`src/rtl/inst_fetch_queue.sv`:
```
// Instruction fetch queue between IF and ID: a first-word-fall-through FIFO carrying
// instruction, PC and sideband, with an exact occupancy count and an almost_full early warning.
module inst_fetch_queue #(
    parameter int INST_W    = 32,
    parameter int ADDR_W    = 32,
    parameter int META_W    = 1,
    parameter int DEPTH     = 16,
    parameter int AF_MARGIN = 2
) (
    input  logic                     clk,
    input  logic                     rst,
    input  logic                     rdy,
    input  logic                     clear,
    input  logic                     in_valid,
    output logic                     in_ready,
    input  logic [INST_W-1:0]        in_inst,
    input  logic [ADDR_W-1:0]        in_pc,
    input  logic [META_W-1:0]        in_meta,
    output logic                     out_valid,
    input  logic                     out_ready,
    output logic [INST_W-1:0]        out_inst,
    output logic [ADDR_W-1:0]        out_pc,
    output logic [META_W-1:0]        out_meta,
    output logic [$clog2(DEPTH):0]   count,
    output logic                     almost_full
);

    localparam int PTR_W   = $clog2(DEPTH);
    localparam int CNT_W   = PTR_W + 1;
    localparam int ENTRY_W = INST_W + ADDR_W + META_W;

    localparam logic [CNT_W-1:0] DEPTH_C = CNT_W'(DEPTH);
    localparam logic [CNT_W-1:0] AF_C    = CNT_W'(AF_MARGIN);

    logic [ENTRY_W-1:0] mem_q [DEPTH];

    logic [PTR_W-1:0] head_q, head_d;
    logic [PTR_W-1:0] tail_q, tail_d;
    logic [CNT_W-1:0] count_q, count_d;
    logic [CNT_W-1:0] free_slots;
    logic             enq;
    logic             deq;
    logic [ENTRY_W-1:0] head_entry;

    // Handshake readiness is a pure function of the registered count, so no
    // combinational path exists from in_valid/out_ready back to the ready/valid outputs.
    assign in_ready   = (count_q != DEPTH_C);
    assign out_valid  = (count_q != '0);
    assign free_slots = DEPTH_C - count_q;
    assign almost_full = (free_slots <= AF_C);
    assign count      = count_q;

    assign enq = in_valid & in_ready & rdy;
    assign deq = out_valid & out_ready & rdy;

    assign head_entry = mem_q[head_q];
    assign out_inst   = head_entry[ENTRY_W-1 -: INST_W];
    assign out_pc     = head_entry[META_W +: ADDR_W];
    assign out_meta   = head_entry[META_W-1:0];

    always_comb begin
        head_d  = head_q;
        tail_d  = tail_q;
        count_d = count_q;
        if (clear) begin
            head_d  = '0;
            tail_d  = '0;
            count_d = '0;
        end else begin
            if (enq) begin
                tail_d = tail_q + 1'b1;
            end
            if (deq) begin
                head_d = head_q + 1'b1;
            end
            unique case ({enq, deq})
                2'b10:   count_d = count_q + 1'b1;
                2'b01:   count_d = count_q - 1'b1;
                default: count_d = count_q;
            endcase
        end
    end

    always_ff @(posedge clk) begin
        if (rst) begin
            head_q  <= '0;
            tail_q  <= '0;
            count_q <= '0;
        end else begin
            head_q  <= head_d;
            tail_q  <= tail_d;
            count_q <= count_d;
        end
    end

    // Storage is deliberately unreset; a flushed or reset write is simply dropped.
    always_ff @(posedge clk) begin
        if (enq && !clear && !rst) begin
            mem_q[tail_q] <= {in_inst, in_pc, in_meta};
        end
    end

endmodule
```
`config.mk`:
```
export PLATFORM = sky130hd
export DESIGN_NAME = inst_fetch_queue
export DESIGN_NICKNAME = d
export VERILOG_FILES = /design/src/rtl/inst_fetch_queue.sv
export SDC_FILE = /design/constraint.sdc
export NUM_CORES = 1
export LEC_CHECK = 0
export ABC_AREA = 1
export ABC_CLOCK_PERIOD_IN_PS = 16149
export BUFFER_PORTS_ARGS = -buffer_cell sky130_fd_sc_hd__buf_2
export CAP_MARGIN = 20
export CORE_AREA = 3 3 275 277
export CTS_CLUSTER_DIAMETER = 120
export CTS_CLUSTER_SIZE = 14
export DETAILED_ROUTE_END_ITERATION = 12
export DIE_AREA = 0 0 278 280
export PLACE_DENSITY = 0.75
export RECOVER_POWER = 100
export SLEW_MARGIN = 20
export SYNTH_ARGS = -nofsm -noshare
export SYNTH_HDL_FRONTEND = slang
export SYNTH_SLANG_ARGS = --single-unit
```
`constraint.sdc`:
```
create_clock -name clk -period 16.15 [get_ports clk]
set_input_delay 3.23 -clock clk [delete_from_list [all_inputs] [get_ports clk]]
set_output_delay 3.23 -clock clk [all_outputs]
set_load 0.1 [all_outputs]
```
# Word level (Yosys, flattened, before mapping)
# Memory sizes are Yosys's and may differ from the RTL's. A register that Yosys moved wholly into a read port is not among the register bits.
# Index checks and enable logic that the tools add are counted.
dict set report totals {
  reg_bits 13
  mem_bits_rw 1040
  inputBits 71
  output_inout_bits 73
  elab_cells 29
  memories 1
}
dict set report op_classes {
  addsub 5
  order_cmp 1
  n_eq_ne 3
  mux 5
  bitwise 4
  reduce_logical 7
}
# name words word_bits read_ports rd_ports_with_merged_regs write_ports line_no
set memory_table {}
lappend memory_table {mem_q 16 65 1 1 1 35} ;# logic [ENTRY_W-1:0] mem_q [DEPTH];
# op count
set op_table {}
lappend op_table {{$pmux W5 S2} 1}
lappend op_table {{$add A4 B1 Y4 const B} 2}
lappend op_table {{$mux W4} 2}
lappend op_table {{$add A5 B1 Y5 const B} 1}
lappend op_table {{$le A5 B2 Y1 const B} 1}
lappend op_table {{$ne A5 B5 Y1 const B} 1}
lappend op_table {{$reduce_bool A5 Y1} 1}
lappend op_table {{$sub A5 B1 Y5 const B} 1}
lappend op_table {{$sub A5 B5 Y5 const A} 1}
lappend op_table {{$and A1 B1 Y1} 4}
lappend op_table {{$eq A2 B1 Y1 const B} 1}
lappend op_table {{$eq A2 B2 Y1 const B} 1}
lappend op_table {{$logic_and A1 B1 Y1} 2}
lappend op_table {{$logic_not A1 Y1} 2}
lappend op_table {{$mux W1} 2}
lappend op_table {{$reduce_bool A2 Y1} 1}
lappend op_table {{$reduce_or A2 Y1} 1}

# Depth between registers and ports, before layout
dict set report logic_depth {
  ltp_word 7
  mapped_depth 21
}

# Least setup slack after synthesis
# Ideal clock, no wire load.
dict set report synth_timing {
  path_kind {in2reg}
  from {in in_valid}
  to {mem mem_q[15][0] (netlist name) (enable)}
  setup_ns 0.649
  t_arrival_ns 9.962
  t_required_ns 15.501
  path_slack_ns 5.539
  stages 4
  cell_sequence {nand3_1 inv_1 nand2_1 nor4_1}
}
dict set report synth_between {
  elab_chain_len 6
}
# item line_no
set synth_rtl {}
lappend synth_rtl {{from (decl)} 14} ;# input logic in_valid,
lappend synth_rtl {{$and A1 B1 Y1 (2 in a row)} 53} ;# assign enq = in_valid & in_ready & rdy;
lappend synth_rtl {{$logic_and A1 B1 Y1 (2 in a row)} 98} ;# if (enq && !clear && !rst) begin
lappend synth_rtl {{$mux W1} 98}
lappend synth_rtl {{$mux W1 (implied by the code)} 99} ;# mem_q[tail_q] <= {in_inst, in_pc, in_meta};
lappend synth_rtl {{to (decl)} 35}
# Every way passes these cells.

==> metrics.md <==
| Metric | Value |
|---|---|
| Antenna violations before repair | 12 |
| Post-DP HPWL | 47580 µm |
| Violations in the final reports | max-capacitance violations, max-slew violations |
| Port Buffer Count | 143 |
| Outcome | complete, but fails checks |
| Fin. Hold Viols | 0 |
| Leading cell type in the layout, fill and taps excluded | edfxtp_1 |
| Worst-path fanout max | 198 |
| Slowest stage delay, CP | 2.99 ns |
| Worst hold stages | 2 |
| Synthesized instance count | 3169 |
| Gr ovfl total | 0 |
| DRC Markers | 0 |
| CP bufs+invs | 4 |
| Largest delay share family, worst path | buffers and inverters |
| RSZ-0062 raised after global routing | no |
| Crit share post-route | 72.99% |
| Syn Area/Cell | 13.18 µm² |
| Fmax | 0.08483 GHz |
| Max Cap Viol | 38 |
| Synth cell types | 27 |
| Post-layout min period | 11.79 ns |
| First-pass GRT wire length | 148900 µm |
| Yosys warning total | 0 |
| Clk sink count | 1057 |
| Final setup vio count | 0 |
| Worst setup SP type | register |
| Fillers | 5319 |
| Post-CTS setup repair buffer count | 0 |
| Initial drt markers | 3421 |
| Slowest-stage cell, CP | clkbuf_2 |
| # hold bufs at CTS | 0 |
| Die area | 77840 µm² |
| Bufs on Longest Clock Path | 3 |
| Worst flop-to-flop path endpoint | mem_q[11][32]$_DFFE_PP_ |
| Worst Setup End Kind | output pin |
| Register bit total from synthesis | 1057 |
| Routed WL per cell | 23.38 µm |
| Area Growth Syn to Fin | 7.997% |
| Final ANT Viol Nets | 0 |
| IR drop worst, VDD | 0.00007078 V |
| CP required | 12.92 ns |
| Critical Path, Cell by Cell | inv_16, clkbuf_2, buf_6, nor2_1, nor2_1, o21ai_0, o211ai_1, nand3_1, nand2_1, clkbuf_1 |
| Slew Limit Fails | 1626 |
| Die span in x | 278 µm |
| Area after DPL | 43140 µm² |
| H-Tree Depth | 3 |
| Pwr dens | 114.0 nW/µm² |
| Core ar. | 73080 µm² |
| Hold Startpoint | head_q[2]$_SDFFE_PP0P_ |
| RD Place Congestion | 0.7807 |
| Vias in the first global route | 25.13k |
| Global Route Usage Sum | 25.01% |
| Reg clk slew, reported paths | 0.06 ns |
| Resize count post-CTS | 0 |
| Design Area, Final | 45100 µm² |
| CTS tree | built |
| Max-slew headroom | -239.3% |
| Syn_nets | 3251 |
| Die Span Y | 280 µm |
| Most frequent cells in the layout | 1040 x edfxtp_1, 792 x nor2_1, 321 x o21ai_0, 267 x o21ai_1, 260 x o211ai_1 |
| Nets@finish | 3303 |
| R2r startpoint | count[1]$_SDFFE_PP0P_ |
| Via count | 25.89k |
| Top cell by count, worst path | nor2_1 |
| Io pins | 144 |
| Via density | 6.153 |
| Worst Reg-to-Reg Cells | 11 |
| Leakage power | 13.85 nW |
| Post-Route Skew | 0.02744 ns |
| Share of cells above drive strength 1 | 4.377% |
| Path type of the worst min-delay path | reg2reg |
| Netlist Area Pre-Place | 41760 µm² |
| Seq/Total Area, Yosys | 75.60% |
| CTS root buf | clkbuf_16 |
| Pin count of the biggest net entering global routing | 307 |
| CP Class | reg2out |
| Sum Neg Setup Slack | 0 ns |
| Worst-skew pair later-pin latency | 0.64 ns |
| Num CTS Buffers | 85 |
| Critical Path AT | 8.56 ns |
| Register-to-Register Setup Slack | 8.30 ns |
| Site row count | 99 |
| Starting density of the core | 57.14% |
| Final wirelength | 98380 µm |
| DRT Pass-1 Iters | 5 |
| Worst slew pin tran | 5.090 ns |
==> layer usage <==
layer  up-vias  track usage (%)  share of wire [%]
met5         -                0               0.11
met4        16            8.136                2.9
met3       197            4.893                9.6
met2      1185            40.81                 48
met1     12770            34.38                 39
li1      11720                -                  -
==> Yosys cell counts, drive strengths merged <==
cell	number	area [µm²]
ha	11	137.6
clkinv	1	3.750
clkbuf	102	382.9
o21ai	589	2952
nor2	805	3047
inv	31	121.4
xor2	4	35.03
dfxtp	17	340.3
o211ai	261	1964
xnor2	3	26.28
nor4	3	18.77
nand2	86	322.8
nand3	79	395.4
buf	117	673.1
nor3	1	5.000
edfxtp	1040	31230
nand4	8	50.05
a21oi	11	55.05
==> worst reg2reg max path: stages (launching register included) <==
cell	delay (ns)
dfxtp_1	0.42
inv_1	0.13
ha_1	0.22
nand2_1	0.07
nor2_1	0.05
ha_1	0.19
inv_1	0.06
nand3_1	0.27
inv_1	0.26
nand4_1	0.31
nor2_1	2.36
clkbuf_1	2.93
==> how the worst max path moves through the flow <==
stage | cells past startpoint | slack, ns | startpoint | to
6_report | 10 | 4.36 | register | out_pc[23]
3_3_place_gp | 8 | 8.34 | register | out_inst[26]
3_5_place_dp | 8 | 8.19 | register | out_pc[31]
2_1_floorplan | 4 | 5.54 | in_valid | mem_q[15][0]$_DFFE_PP_
4_1_cts | 8 | 7.47 | register | out_pc[31]
5_1_grt | 10 | 3.99 | register | out_pc[23]
==> report_power, final <==
group / total (W) / switching [W] / internal [W]
logic: 0.000254 / 0.000205 / 0.0000491
clock network: 0.00186 / 0.000876 / 0.000988
registers: 0.00302 / 0.00000591 / 0.00302
total: 0.00514 / 0.00109 / 0.00405
==> cell families after synthesis <==
| group | Yosys count | synth area share [%] |
|---|---|---|
| and+or+nand+nor | 982 | 9.192 |
| xor gates and xnor gates | 7 | 0.1468 |
| adders and majority gates | 11 | 0.3296 |
| buffers and inverters | 251 | 2.828 |
| DFF | 1057 | 75.60 |
| AOI/OAI and AO/OA | 861 | 11.90 |
==> state kept, by name (all words and copies together) (netlist names), named ones only <==
signal,flops
count,5
head_q,4
mem_q,1040
tail_q,4
==> per-stage QoR <==
stage / std cells / hold slack (ns) / power, W / util, % / setup WS [ns]
CTS: 4202 / 0.4826 / 0.005160 / 62.23 / 7.466
detailed placement: 4092 / 0.4716 / 0.003333 / 59.02 / 8.193
global route: 4203 / 0.5363 / 0.005288 / 61.69 / 3.992
floorplan: 3169 / 0.4562 / 0.003259 / - / 5.539
global placement: 4089 / 0.4603 / 0.003324 / 58.93 / 8.344
finish: 4208 / 0.4930 / 0.005140 / 61.71 / 4.362
==> layout make-up <==
type | instances | area [µm²] | area share [%]
Antenna cell | 5 | 12.51 | 0.02774
Clock buffer | 106 | 2291 | 5.080
Clock inverter | 4 | 50.05 | 0.1110
Inverter | 32 | 140.1 | 0.3107
Multi-Input combinational cell | 1861 | 9041 | 20.05
Sequential cell | 1057 | 31580 | 70.03
Tap cell | 959 | 1200 | 2.661
Timing Repair Buffer | 184 | 783.3 | 1.737
(Power assumes the default switching activity.)
